File: config.mk
export PLATFORM = sky130hd
export DESIGN_NAME = index_sequencer
export DESIGN_NICKNAME = d
export VERILOG_FILES = /design/src/rtl/index_sequencer.sv
export SDC_FILE = /design/constraint.sdc
export NUM_CORES = 1
export LEC_CHECK = 0
export BUFFER_PORTS_ARGS = -buffer_cell sky130_fd_sc_hd__buf_2
export CAP_MARGIN = 25
export CORE_AREA = 3 3 44 46
export DETAILED_ROUTE_END_ITERATION = 12
export DIE_AREA = 0 0 47 49
export GPL_TIMING_DRIVEN = 0
export PLACE_DENSITY = 0.8
export SETUP_SLACK_MARGIN = 0.2
export SLEW_MARGIN = 20
export SYNTH_ARGS = -nofsm -noshare
export SYNTH_HDL_FRONTEND = slang
export SYNTH_SLANG_ARGS = --single-unit
export TNS_END_PERCENT = 30
File: constraint.sdc
create_clock -name clk -period 3.55 [get_ports clk]
set_input_delay 0.355 -clock clk [delete_from_list [all_inputs] [get_ports clk]]
set_output_delay 0.355 -clock clk [all_outputs]
set_load 0.05 [all_outputs]
File: src/rtl/index_sequencer.sv
// -----------------------------------------------------------------------------
// index_sequencer
//
// Generates the 3-bit select that feeds the 3-to-8 one-hot decoder. Two
// push-buttons are synchronized and edge-detected. One button steps the index
// by hand and the other cycles through four modes:
// MANUAL -> UP -> DOWN -> PONG -> MANUAL.
// In the automatic modes the index steps once per prescaler period while en
// is high.
//
// Parameters
//   DIV       prescaler period in clock cycles between automatic steps
//             (1..65535)
//
// Ports
//   clk       system clock, rising edge
//   rst       synchronous active-high reset
//   en        run enable for UP/DOWN/PONG (synchronous level)
//   btn_next  asynchronous button, rising edge = one step in MANUAL
//   btn_mode  asynchronous button, rising edge = advance to the next mode
//   sel       registered index for the decoder
//   mode      registered mode: 00 MANUAL, 01 UP, 10 DOWN, 11 PONG
//   step      registered one-cycle pulse that accompanies each new sel value
// -----------------------------------------------------------------------------
module index_sequencer #(
   parameter int DIV = 4
) (
   input  logic       clk,
   input  logic       rst,
   input  logic       en,
   input  logic       btn_next,
   input  logic       btn_mode,
   output logic [2:0] sel,
   output logic [1:0] mode,
   output logic       step
);

   localparam int CW = (DIV > 1) ? $clog2(DIV) : 1;
   localparam logic [CW-1:0] CNT_LAST = CW'(DIV - 1);

   typedef enum logic [1:0] {
      MODE_MANUAL = 2'b00,
      MODE_UP     = 2'b01,
      MODE_DOWN   = 2'b10,
      MODE_PONG   = 2'b11
   } mode_t;

   logic          next_s1, next_s2, next_s3;
   logic          mode_s1, mode_s2, mode_s3;
   logic          next_rise, mode_rise;

   mode_t         state_q, state_d;
   logic [2:0]    sel_d;
   logic [CW-1:0] cnt_q, cnt_d;
   logic          dir_up_q, dir_up_d;
   logic          step_d;

   // Each button passes through a two-flop synchronizer (s1, s2). A third
   // history flop (s3) then turns a held level into a single rise. All three
   // flops clear on reset. A button that is held through reset therefore
   // produces exactly one rise once reset drops.
   always_ff @(posedge clk) begin
      if (rst) begin
         next_s1 <= 1'b0;
         next_s2 <= 1'b0;
         next_s3 <= 1'b0;
         mode_s1 <= 1'b0;
         mode_s2 <= 1'b0;
         mode_s3 <= 1'b0;
      end else begin
         next_s1 <= btn_next;
         next_s2 <= next_s1;
         next_s3 <= next_s2;
         mode_s1 <= btn_mode;
         mode_s2 <= mode_s1;
         mode_s3 <= mode_s2;
      end
   end

   assign next_rise = next_s2 & ~next_s3;
   assign mode_rise = mode_s2 & ~mode_s3;

   // Next-state logic. A mode rise has priority over everything else. In a
   // mode-change cycle the index holds, no step is produced, the prescaler
   // restarts from zero and the pong direction is reset to up. Otherwise
   // MANUAL steps only on a btn_next rise. The automatic modes run the
   // prescaler while en is high and step when the count reaches DIV-1.
   // PONG turns around at either end without repeating the end value.
   always_comb begin
      state_d  = state_q;
      sel_d    = sel;
      cnt_d    = cnt_q;
      dir_up_d = dir_up_q;
      step_d   = 1'b0;

      if (mode_rise) begin
         case (state_q)
            MODE_MANUAL: state_d = MODE_UP;
            MODE_UP:     state_d = MODE_DOWN;
            MODE_DOWN:   state_d = MODE_PONG;
            default:     state_d = MODE_MANUAL;
         endcase
         cnt_d    = '0;
         dir_up_d = 1'b1;
      end else if (state_q == MODE_MANUAL) begin
         cnt_d = '0;
         if (next_rise) begin
            sel_d  = sel + 3'd1;
            step_d = 1'b1;
         end
      end else if (!en) begin
         cnt_d = '0;
      end else if (cnt_q != CNT_LAST) begin
         cnt_d = cnt_q + 1'b1;
      end else begin
         cnt_d  = '0;
         step_d = 1'b1;
         case (state_q)
            MODE_UP:   sel_d = sel + 3'd1;
            MODE_DOWN: sel_d = sel - 3'd1;
            default: begin
               if (dir_up_q) begin
                  if (sel == 3'd7) begin
                     dir_up_d = 1'b0;
                     sel_d    = 3'd6;
                  end else begin
                     sel_d = sel + 3'd1;
                  end
               end else begin
                  if (sel == 3'd0) begin
                     dir_up_d = 1'b1;
                     sel_d    = 3'd1;
                  end else begin
                     sel_d = sel - 3'd1;
                  end
               end
            end
         endcase
      end
   end

   // State, index, prescaler, direction and the step pulse all register
   // together. The outputs therefore have no combinational path from any
   // input.
   always_ff @(posedge clk) begin
      if (rst) begin
         state_q  <= MODE_MANUAL;
         sel      <= 3'd0;
         cnt_q    <= '0;
         dir_up_q <= 1'b1;
         step     <= 1'b0;
      end else begin
         state_q  <= state_d;
         sel      <= sel_d;
         cnt_q    <= cnt_d;
         dir_up_q <= dir_up_d;
         step     <= step_d;
      end
   end

   assign mode = state_q;

endmodule

==> metrics <==
min Tclk post-route=1.82 ns; setup slack after layout=1.73 ns; nets@finish=126; Mapped Cells=95; Wirelength per Cell=12.6 um; max FFs per register=3; PostCTS Resize Cnt=0; Arr. time, crit path=2.04 ns; clock root cell=clkbuf_4; PD cells=349 nW/um^2; worst-skew pair later-pin latency=0.28 ns; Hold-fix buffers, CTS=0; Critical Path RT=3.77 ns; DP HPWL=1230 um; Inserted Clock Buffers=3; crit path max fanout=9; Min-Delay Path Class=input port to register; row cnt=14; TritonCTS clock tree=done; MaxCap Viol Count=0; worst rel slew slack=72.6%; top cells by area, synth=dfxtp_1 36%, ha_1 16%, nor2b_1 5.2%; Synth top area share=35.9%; peak supply drop=0.212 mV; Most flops, register=sel; dpl ws=1.77 ns; proportion of layout cells with a drive suffix above 1=18.3%; DP Cell Count=121; setup TNS=0 ns; fin crit share=51.3%; Die Outline Area=2300 um^2; Seq pwr share=54.3%; Power Total=0.326 mW; switch share=28.2%; outcome=finished clean; Leak Pwr=0.423 nW; Vias/cell=5.67; Initial Util=54.3%; first-pass GRT wire length=2730 um; Post-Syn Area=837 um^2; Synth Register Bits=15; Int Pwr=0.234 mW; largest net degree at the start of global routing=11; Logic pwr share=15.5%; IO Port Bufs=10; initial antenna violation count=0; worst r2r src=mode[0]; CP top delay family=flip-flops; FMAX=0.550 GHz; Netlist cell types=31; slew at the pin with the worst max-slew slack=0.411 ns; grt total ovfl=0; Post-Layout Cell Count=125; CP cell instances=inv_1, ha_1, buf_2, nor3_1, nand3_1, a211o_1, a21oi_1; P&R area growth vs syn=11.7%; Fin Hold WS=0.270 ns; Post-DRT Antenna Nets=0; drt drc=0; num ports=11; drt pass-1 iters=4; Worst path slowest cell=dfxtp_1; total net switching power=0.0918 mW; Core Box Area=1540 um^2; hold_sp=rst; Hold Vio Cnt, Final=0; Synthesized Nets=111; Vias=709; post-CTS setup buffers=0; Setup crit end kind=register; Finished Cell Area=935 um^2; vias in the first global route=640; clock power share=30.2%; YS warnings=0; DR iter-0 viols=16; Critical Path Max Stage Delay=0.42 ns; RSZ-0062 raised after global routing=no; clk buf depth=2; Placer Congestion=0.883; critical path startpoint=mode[0]; placed cell area=907 um^2; Total Routing Usage GR=15.5%; Util after Layout=60.6%; leading area contributor after synthesis=dfxtp_1; sequential share of the synthesized area=35.9%; fill count=148; fin. max-slew vios=0; Buf/Inv on CP=2; crit start category=register; Die W=47 um; final-report setup violation count=0; ANT cells=0; Avg Cell Area, Syn=8.81 um^2; Clock Skew=0.00337 ns; Reg clk slew, reported paths=0.09 ns; CP Class=register to register; CTS sink count=15; H-tree depth=1; routed wire length=1570 um; Die Y=49 um
-- area by class of cell --
| type | instances | area, um^2 | area share (%) |
|---|---|---|---|
| Buffer | 5 | 22.5 | 2.41 |
| Clock buffer | 3 | 22.5 | 2.41 |
| Clock inverter | 1 | 5.00 | 0.535 |
| Inverter | 10 | 37.5 | 4.02 |
| Multi-Input combinational cell | 65 | 477 | 51.0 |
| Sequential cell | 15 | 300 | 32.1 |
| Tap cell | 16 | 20.0 | 2.14 |
| Timing Repair Buffer | 10 | 50.0 | 5.35 |
-- cells in the mapped netlist, drive strengths merged --
cell	instances
a31oi	2
a211oi	2
nand3	3
nor3b	1
nor3	1
a211o	1
buf	3
nand4	1
or2	1
nand3b	2
a21o	3
o211ai	1
o31ai	1
clkbuf	2
xnor2	1
inv	10
ha	11
nor2	9
nor2b	7
a41oi	1
a221oi	1
dfxtp	15
nand4b	1
or3b	1
a21oi	6
mux2	1
o21ai	2
o32a	1
nand2	4
-- power groups by stage --
stage	Clock (mW)	Sequential, mW	Combinational, mW
CTS	0.100	0.177	0.0508
detailed placement	0	0.181	0.0506
global route	0.109	0.178	0.0560
floorplan	0	0.189	0.0291
finish	0.0985	0.177	0.0504
global placement	0	0.181	0.0492
-- cell families (layout without fill, tap and decap cells) --
| group | after synthesis | count (layout) | synth area share (%) |
|---|---|---|---|
| AND/OR/NAND/NOR | 31 | 31 | 21.2 |
| AO/OA/AOI/OAI | 21 | 21 | 16.9 |
| flip-flops | 15 | 15 | 35.9 |
| buffers and inverters | 15 | 29 | 7.17 |
| adder cells (fa/ha/maj) | 11 | 11 | 16.4 |
| XOR/XNOR | 1 | 1 | 1.05 |
| multiplexers | 1 | 1 | 1.35 |
-- routing by layer --
| metal | GRT usage [%] | up-vias | share of wire, % |
|---|---|---|---|
| li1 | - | 352 | - |
| met1 | 20.2 | 337 | 44 |
| met2 | 25.1 | 18 | 51 |
| met3 | 2.21 | 2 | 3.9 |
| met4 | 5.53 | 0 | 1.0 |
| met5 | 0 | - | 0 |
-- cells in the final DEF (no fill, tap or decap), types with 2 or more instances in the layout --
cell type and count:
a211oi_1 2, a21o_1 3, a21oi_1 6, a31oi_1 2, buf_2 13, clkbuf_1 2, clkbuf_4 3, dfxtp_1 15
ha_1 11, inv_1 9, nand2_1 4, nand3_1 3, nor2_1 9, nor2b_1 7, o21ai_0 2
-- final timing paths --
kind	endpoint	slack (ns)	depth (start not counted)
worst max-delay path	sel[0]	1.73	7
worst min-delay path	step	0.27	2
worst max register to register	sel[0]	1.73	7
worst min register to register	cnt_q[0]	0.42	1
(Power assumes the default switching activity.)
